$ cat src/rtl/add_seq_ctrl.sv
// add_seq_ctrl: sequential adder/subtractor controller. It feeds WIDTH/SLICE
// beats of operand slices through an external combinational carry-lookahead
// slice and stitches the results into a WIDTH-bit sum.
// Optional feature macro: ADD_SEQ_CTRL_OVF_EN enables signed-overflow output;
// without it ovf is tied to 0.
module add_seq_ctrl #(
  parameter int WIDTH = 32,
  parameter int SLICE = 8
) (
  input  logic             clk,
  input  logic             rst_n,
  input  logic             start,
  input  logic             sub,
  input  logic [WIDTH-1:0] a,
  input  logic [WIDTH-1:0] b,
  output logic             ready,
  output logic             done,
  output logic [WIDTH-1:0] sum,
  output logic             cout,
  output logic             ovf,
  output logic [SLICE-1:0] slice_a,
  output logic [SLICE-1:0] slice_b,
  output logic             slice_cin,
  input  logic [SLICE-1:0] slice_sum,
  input  logic             slice_cout
);

  localparam int NBEATS = WIDTH / SLICE;
  localparam int BEAT_W = (NBEATS > 1) ? $clog2(NBEATS) : 1;
  localparam logic [BEAT_W-1:0] LAST_BEAT = BEAT_W'(NBEATS - 1);

  typedef enum logic [1:0] {
    S_IDLE = 2'd0,
    S_RUN  = 2'd1,
    S_DONE = 2'd2
  } state_e;

  state_e state_q, state_d;

  // The subtract request is fully captured by the inverted B operand and the
  // initial carry, so no separate flag is needed after acceptance.
  logic [WIDTH-1:0]  op_a_q;
  logic [WIDTH-1:0]  op_b_q;
  logic [WIDTH-1:0]  sum_q;
  logic              carry_q;
  logic              cout_q;
  logic [BEAT_W-1:0] beat_q;

  logic accept;
  logic last_beat;

  assign accept    = (state_q == S_IDLE) && start;
  assign last_beat = (state_q == S_RUN) && (beat_q == LAST_BEAT);

  // State register.
  // NOTE: sequential state uses non-blocking assignments so every flop samples
  // pre-edge values regardless of block ordering.
  always_ff @(posedge clk or negedge rst_n) begin
    if (!rst_n) state_q <= S_IDLE;
    else        state_q <= state_d;
  end

  // Next-state logic.
  // NOTE: a default assignment first keeps every path assigned, so no latch.
  always_comb begin
    state_d = state_q;
    case (state_q)
      S_IDLE:  if (start) state_d = S_RUN;
      S_RUN:   if (beat_q == LAST_BEAT) state_d = S_DONE;
      S_DONE:  state_d = S_IDLE;
      default: state_d = S_IDLE;
    endcase
  end

  // Outputs decoded from state and registers only; slices are zero outside RUN.
  always_comb begin
    ready     = 1'b0;
    done      = 1'b0;
    slice_a   = '0;
    slice_b   = '0;
    slice_cin = 1'b0;
    case (state_q)
      S_IDLE: ready = 1'b1;
      S_RUN: begin
        slice_a   = op_a_q[beat_q*SLICE +: SLICE];
        slice_b   = op_b_q[beat_q*SLICE +: SLICE];
        slice_cin = carry_q;
      end
      S_DONE:  done = 1'b1;
      default: ;
    endcase
  end

  // Operand capture on accept, then one slice result written per RUN beat.
  // NOTE: every datapath flop is reset here; there is no memory array, so
  // a full reset costs nothing and gives a clean post-reset state.
  always_ff @(posedge clk or negedge rst_n) begin
    if (!rst_n) begin
      op_a_q  <= '0;
      op_b_q  <= '0;
      sum_q   <= '0;
      carry_q <= 1'b0;
      cout_q  <= 1'b0;
      beat_q  <= '0;
    end else if (accept) begin
      op_a_q  <= a;
      op_b_q  <= b ^ {WIDTH{sub}};
      carry_q <= sub;
      beat_q  <= '0;
      sum_q   <= '0;
      cout_q  <= 1'b0;
    end else if (state_q == S_RUN) begin
      sum_q[beat_q*SLICE +: SLICE] <= slice_sum;
      carry_q <= slice_cout;
      if (last_beat) begin
        beat_q <= '0;
        cout_q <= slice_cout;
      end else begin
        beat_q <= beat_q + 1'b1;
      end
    end
  end

  assign sum  = sum_q;
  assign cout = cout_q;

`ifdef ADD_SEQ_CTRL_OVF_EN
  logic ovf_q;

  // Signed overflow: operands agree in sign but the result's sign differs.
  always_ff @(posedge clk or negedge rst_n) begin
    if (!rst_n)         ovf_q <= 1'b0;
    else if (accept)    ovf_q <= 1'b0;
    else if (last_beat) ovf_q <= (op_a_q[WIDTH-1] == op_b_q[WIDTH-1]) &&
                                 (slice_sum[SLICE-1] != op_a_q[WIDTH-1]);
  end

  assign ovf = ovf_q;
`else
  assign ovf = 1'b0;
`endif

endmodule

$ cat config.mk
export PLATFORM = sky130hd
export DESIGN_NAME = add_seq_ctrl
export DESIGN_NICKNAME = d
export VERILOG_FILES = /design/src/rtl/add_seq_ctrl.sv
export SDC_FILE = /design/constraint.sdc
export NUM_CORES = 1
export LEC_CHECK = 0
export ABC_AREA = 1
export ABC_CLOCK_PERIOD_IN_PS = 1900
export BUFFER_PORTS_ARGS = -buffer_cell sky130_fd_sc_hd__buf_2
export CAP_MARGIN = 30
export CORE_MARGIN = 2
export CORE_UTILIZATION = 48
export DETAILED_ROUTE_END_ITERATION = 10
export GPL_ROUTABILITY_DRIVEN = 0
export PLACE_DENSITY = 0.76
export SETUP_SLACK_MARGIN = 0.4
export SLEW_MARGIN = 20
export SYNTH_ARGS = -nofsm -noshare
export SYNTH_HDL_FRONTEND = slang
export SYNTH_SLANG_ARGS = --single-unit
$ cat constraint.sdc
create_clock -name clk -period 1.9 [get_ports clk]
set_input_delay 0.285 -clock clk [delete_from_list [all_inputs] [get_ports clk]]
set_output_delay 0.285 -clock clk [all_outputs]
set_load 0.005 [all_outputs]
==> results.py <==
metrics = {
    "status": {
        "status": "completed",
    },
    "floorplanning": {
        "pin_count": 130,
        "dieHeight_um": 109,
        "coreArea_um2": 10700,
        "die_area_um2": 11800,
        "die_w_um": 109,
        "start_util": 0.489,
        "row_count": 38,
    },
    "worst_setup_path": {
        "crit_type": "register to output port",
        "cpLargestDelayFamily": "flip-flops",
        "cp_max_fo": 32,
        "crit_path_start_kind": "register",
        "endpoint_kind": "output port",
        "crit_buf_inv": 2,
        "critPathMaxStageDelay_ns": 0.49,
        "crit_path_cell_trace": "buf_12 -> nand2_1 -> nand3_1 -> a21oi_1 -> buf_2",
        "crit_slowest_cell": "dfrtp_2",
        "critPathArrivalTime_ns": 1.60,
        "crit_required_ns": 1.62,
    },
    "power": {
        "power_density_nw_per_um2": 1580,
        "pwr-share-comb": 0.562,
        "p_sw_frac": 0.434,
        "p_int_mw": 6.61,
        "p_sw_mw": 5.06,
        "leakagePower_nw": 3.77,
        "peakVddDrop_mv": 0.878,
        "pwr-share-clk": 0.128,
        "pwr-share-seq": 0.309,
    },
    "place": {
        "io_buffer_count": 128,
        "dp_slack_ns": 0.275,
        "place_hpwl_um": 9080,
        "place_area_um2": 5990,
    },
    "clocking": {
        "cts_buffer_depth": 2,
        "cts_root_buffer": "clkbuf_8",
        "insertion_delay_ns": 0.36,
        "cts_buffers": 9,
        "cts_max_level": 3,
        "cts_tree": "built",
        "path_clk_slew_ns": 0.09,
        "clkSinkCount": 102,
    },
    "final_layout": {
        "final_common_cell": "nand2_1",
        "final_cell_mix": "nand2_1 (156), buf_2 (125), dfrtp_1 (98)",
        "drive_gt1_frac": 0.360,
        "finalNetCount": 903,
        "diodes": 0,
        "fillers": 804,
        "design_area_um2": 7370,
        "areaGrowthSynthToFinish_pct": 40.3,
    },
    "logic_synthesis": {
        "synth_top_area_share": 0.486,
        "ys_top_cells_by_area": "dfrtp_1 (49%), nand2_1 (14%), nand3_1 (6.4%)",
        "seq_area_frac_synth": 0.486,
        "synth_nets": 746,
        "async_flop_share": 1.00,
        "synthDistinctLibCells": 23,
        "ys.flop_type": "dfrtp_1",
        "synthesis.area_um2": 5250,
        "netlist_instances": 663,
        "synth_edf_count": 0,
        "yosysWarnings": 0,
        "avgSynthCellArea_um2": 7.92,
        "ys_ff_latch": 102,
        "yosysTopAreaCell": "dfrtp_1",
    },
    "sta": {
        "setup-violations-final": 0,
        "period_share": 0.991,
        "worst_pin_slew_ns": 0.518,
        "rsz0062_at_grt": "true",
        "finClkSkew_ns": 0.00799,
        "slew_viol_final": 0,
        "hold_violations": 0,
        "worst_slack_ns": 0.0173,
        "slew_headroom": 0.655,
        "timing.hold.ws_ns": 0.133,
        "clock.fmax_mhz": 531,
        "post-route-min-period_ns": 1.88,
    },
    "global_routing": {
        "use_met2": 0.379,
        "grtUsageMet3": 0.0472,
        "antenna_found_initial": 0,
        "first_global_vias": 4570,
        "grt.busiest_layer": "met2",
        "grtUsageTotal": 0.227,
        "grt_first_pass_wirelength_um": 21000,
        "grt_max_degree": 69,
        "gr-usage-met1": 0.302,
        "overflow": 0,
    },
    "routing": {
        "drcViolationCount": 0,
        "dr_total_vias": 5200,
        "dr.pass1.iters": 6,
        "routed_wl_um": 16000,
        "routedWlPerCell_um": 16.6,
        "avgViaCountPerCell": 5.39,
        "drt-initial-drc-count": 516,
        "postRouteAntennaNets": 0,
    },
    "flow_run": {
        "cap_violations": 0,
    },
    "hold_path": {
        "hold_path_class": "input pin to register",
    },
}
==> worst reg2reg max path, cell delays in order, from the launching register on <==
cell     delay, ns
dfrtp_2       0.48
buf_6         0.15
buf_4         0.12
buf_12        0.13
ha_1          0.24
nand2_1       0.13
a21oi_4       0.24
nand2_1       0.09
nand2_1       0.07
==> cell usage after synthesis (6+ instances only) <==
cell type / n
xnor2_1: 32
inv_1: 78
a21oi_1: 18
nand2_1: 189
buf_2: 12
buf_6: 13
ha_1: 6
clkbuf_1: 7
o21ai_1: 39
nor2_1: 35
nand3_1: 67
dfrtp_1: 102
o21ai_0: 45
==> through the flow <==
stage	setup TNS [ns]	power (mW)	std cells	util
after detailed placement	0	7.84	905	0.558
after CTS	0	9.86	934	0.601
after global placement	0	7.68	905	0.558
final	0	11.7	965	0.686
after global routing	-0.0360	12.4	965	0.686
after floorplan	0	6.67	663	-
==> power groups by stage <==
stage | logic, mW | registers (mW) | clock network (mW)
2_1_floorplan | 3.29 | 3.38 | 0
3_3_place_gp | 4.22 | 3.46 | 0
3_5_place_dp | 4.34 | 3.50 | 0
4_1_cts | 4.90 | 3.47 | 1.50
5_1_grt | 7.13 | 3.69 | 1.61
6_report | 6.56 | 3.61 | 1.50
==> path summary, 6_finish.rpt <==
kind,cells after the start,startpoint,to,slack [ns]
min in group asynchronous,2,rst_n,sum[1]$_DFFE_PN0P_,0.43
worst min-delay path,3,a[26],op_a_q[26]$_DFFE_PN0P_,0.13
worst max register to register,8,beat_q[0]$_DFFE_PN0P_,sum[27]$_DFFE_PN0P_,0.19
max in group asynchronous,3,rst_n,beat_q[1]$_DFFE_PN0P_,0.75
worst min register to register,2,sum[30]$_DFFE_PN0P_,sum[30]$_DFFE_PN0P_,0.48
worst max-delay path,5,beat_q[0]$_DFFE_PN0P_,slice_a[1],0.02
==> kinds of logic after synthesis <==
| logic type | Yosys count | share of synthesized area |
|---|---|---|
| AO/OA/AOI/OAI | 102 | 0.0972 |
| XOR/XNOR | 32 | 0.0533 |
| adder cells (fa/ha/maj) | 6 | 0.0143 |
| buffers and inverters | 122 | 0.113 |
| flip-flops | 102 | 0.486 |
| other | 1 | 0.000714 |
| AND/OR/NAND/NOR | 298 | 0.236 |
==> timing repair <==
item | 4_1_cts | 5_1_grt
pin swaps | 5 | 8
hold buffers | 1 | 0
cloned | 2 | 21
hold endpoints to repair | 33 | 0
setup endpoints to repair | 60 | 99
gates resized for setup | 34 | 149
setup buffers | 10 | 10
==> routing by layer <==
layer	wire, µm	part of all wire
met1	6140	0.38
met2	8230	0.52
met4	309	0.019
met3	1300	0.081
met5	0	0
==> final cells by class <==
type | count | area [µm²] | area share
inverter | 83 | 360 | 0.0489
timing repair inverter | 5 | 51.3 | 0.00696
clock buffer | 13 | 179 | 0.0243
timing repair buffer | 178 | 1400 | 0.190
multi-input combinational | 441 | 2610 | 0.353
tap | 140 | 175 | 0.0238
clock inverter | 3 | 40.0 | 0.00543
sequential | 102 | 2560 | 0.347
==> state kept, by name, summed over array words and instances (netlist names) <==
| name | cells |
|---|---|
| beat_q | 2 |
| state_q | 2 |
| carry_q | 1 |
| op_a_q | 32 |
| op_b_q | 32 |
| sum | 32 |
| cout | 1 |
Note: power is estimated with default switching activity, not from simulation.
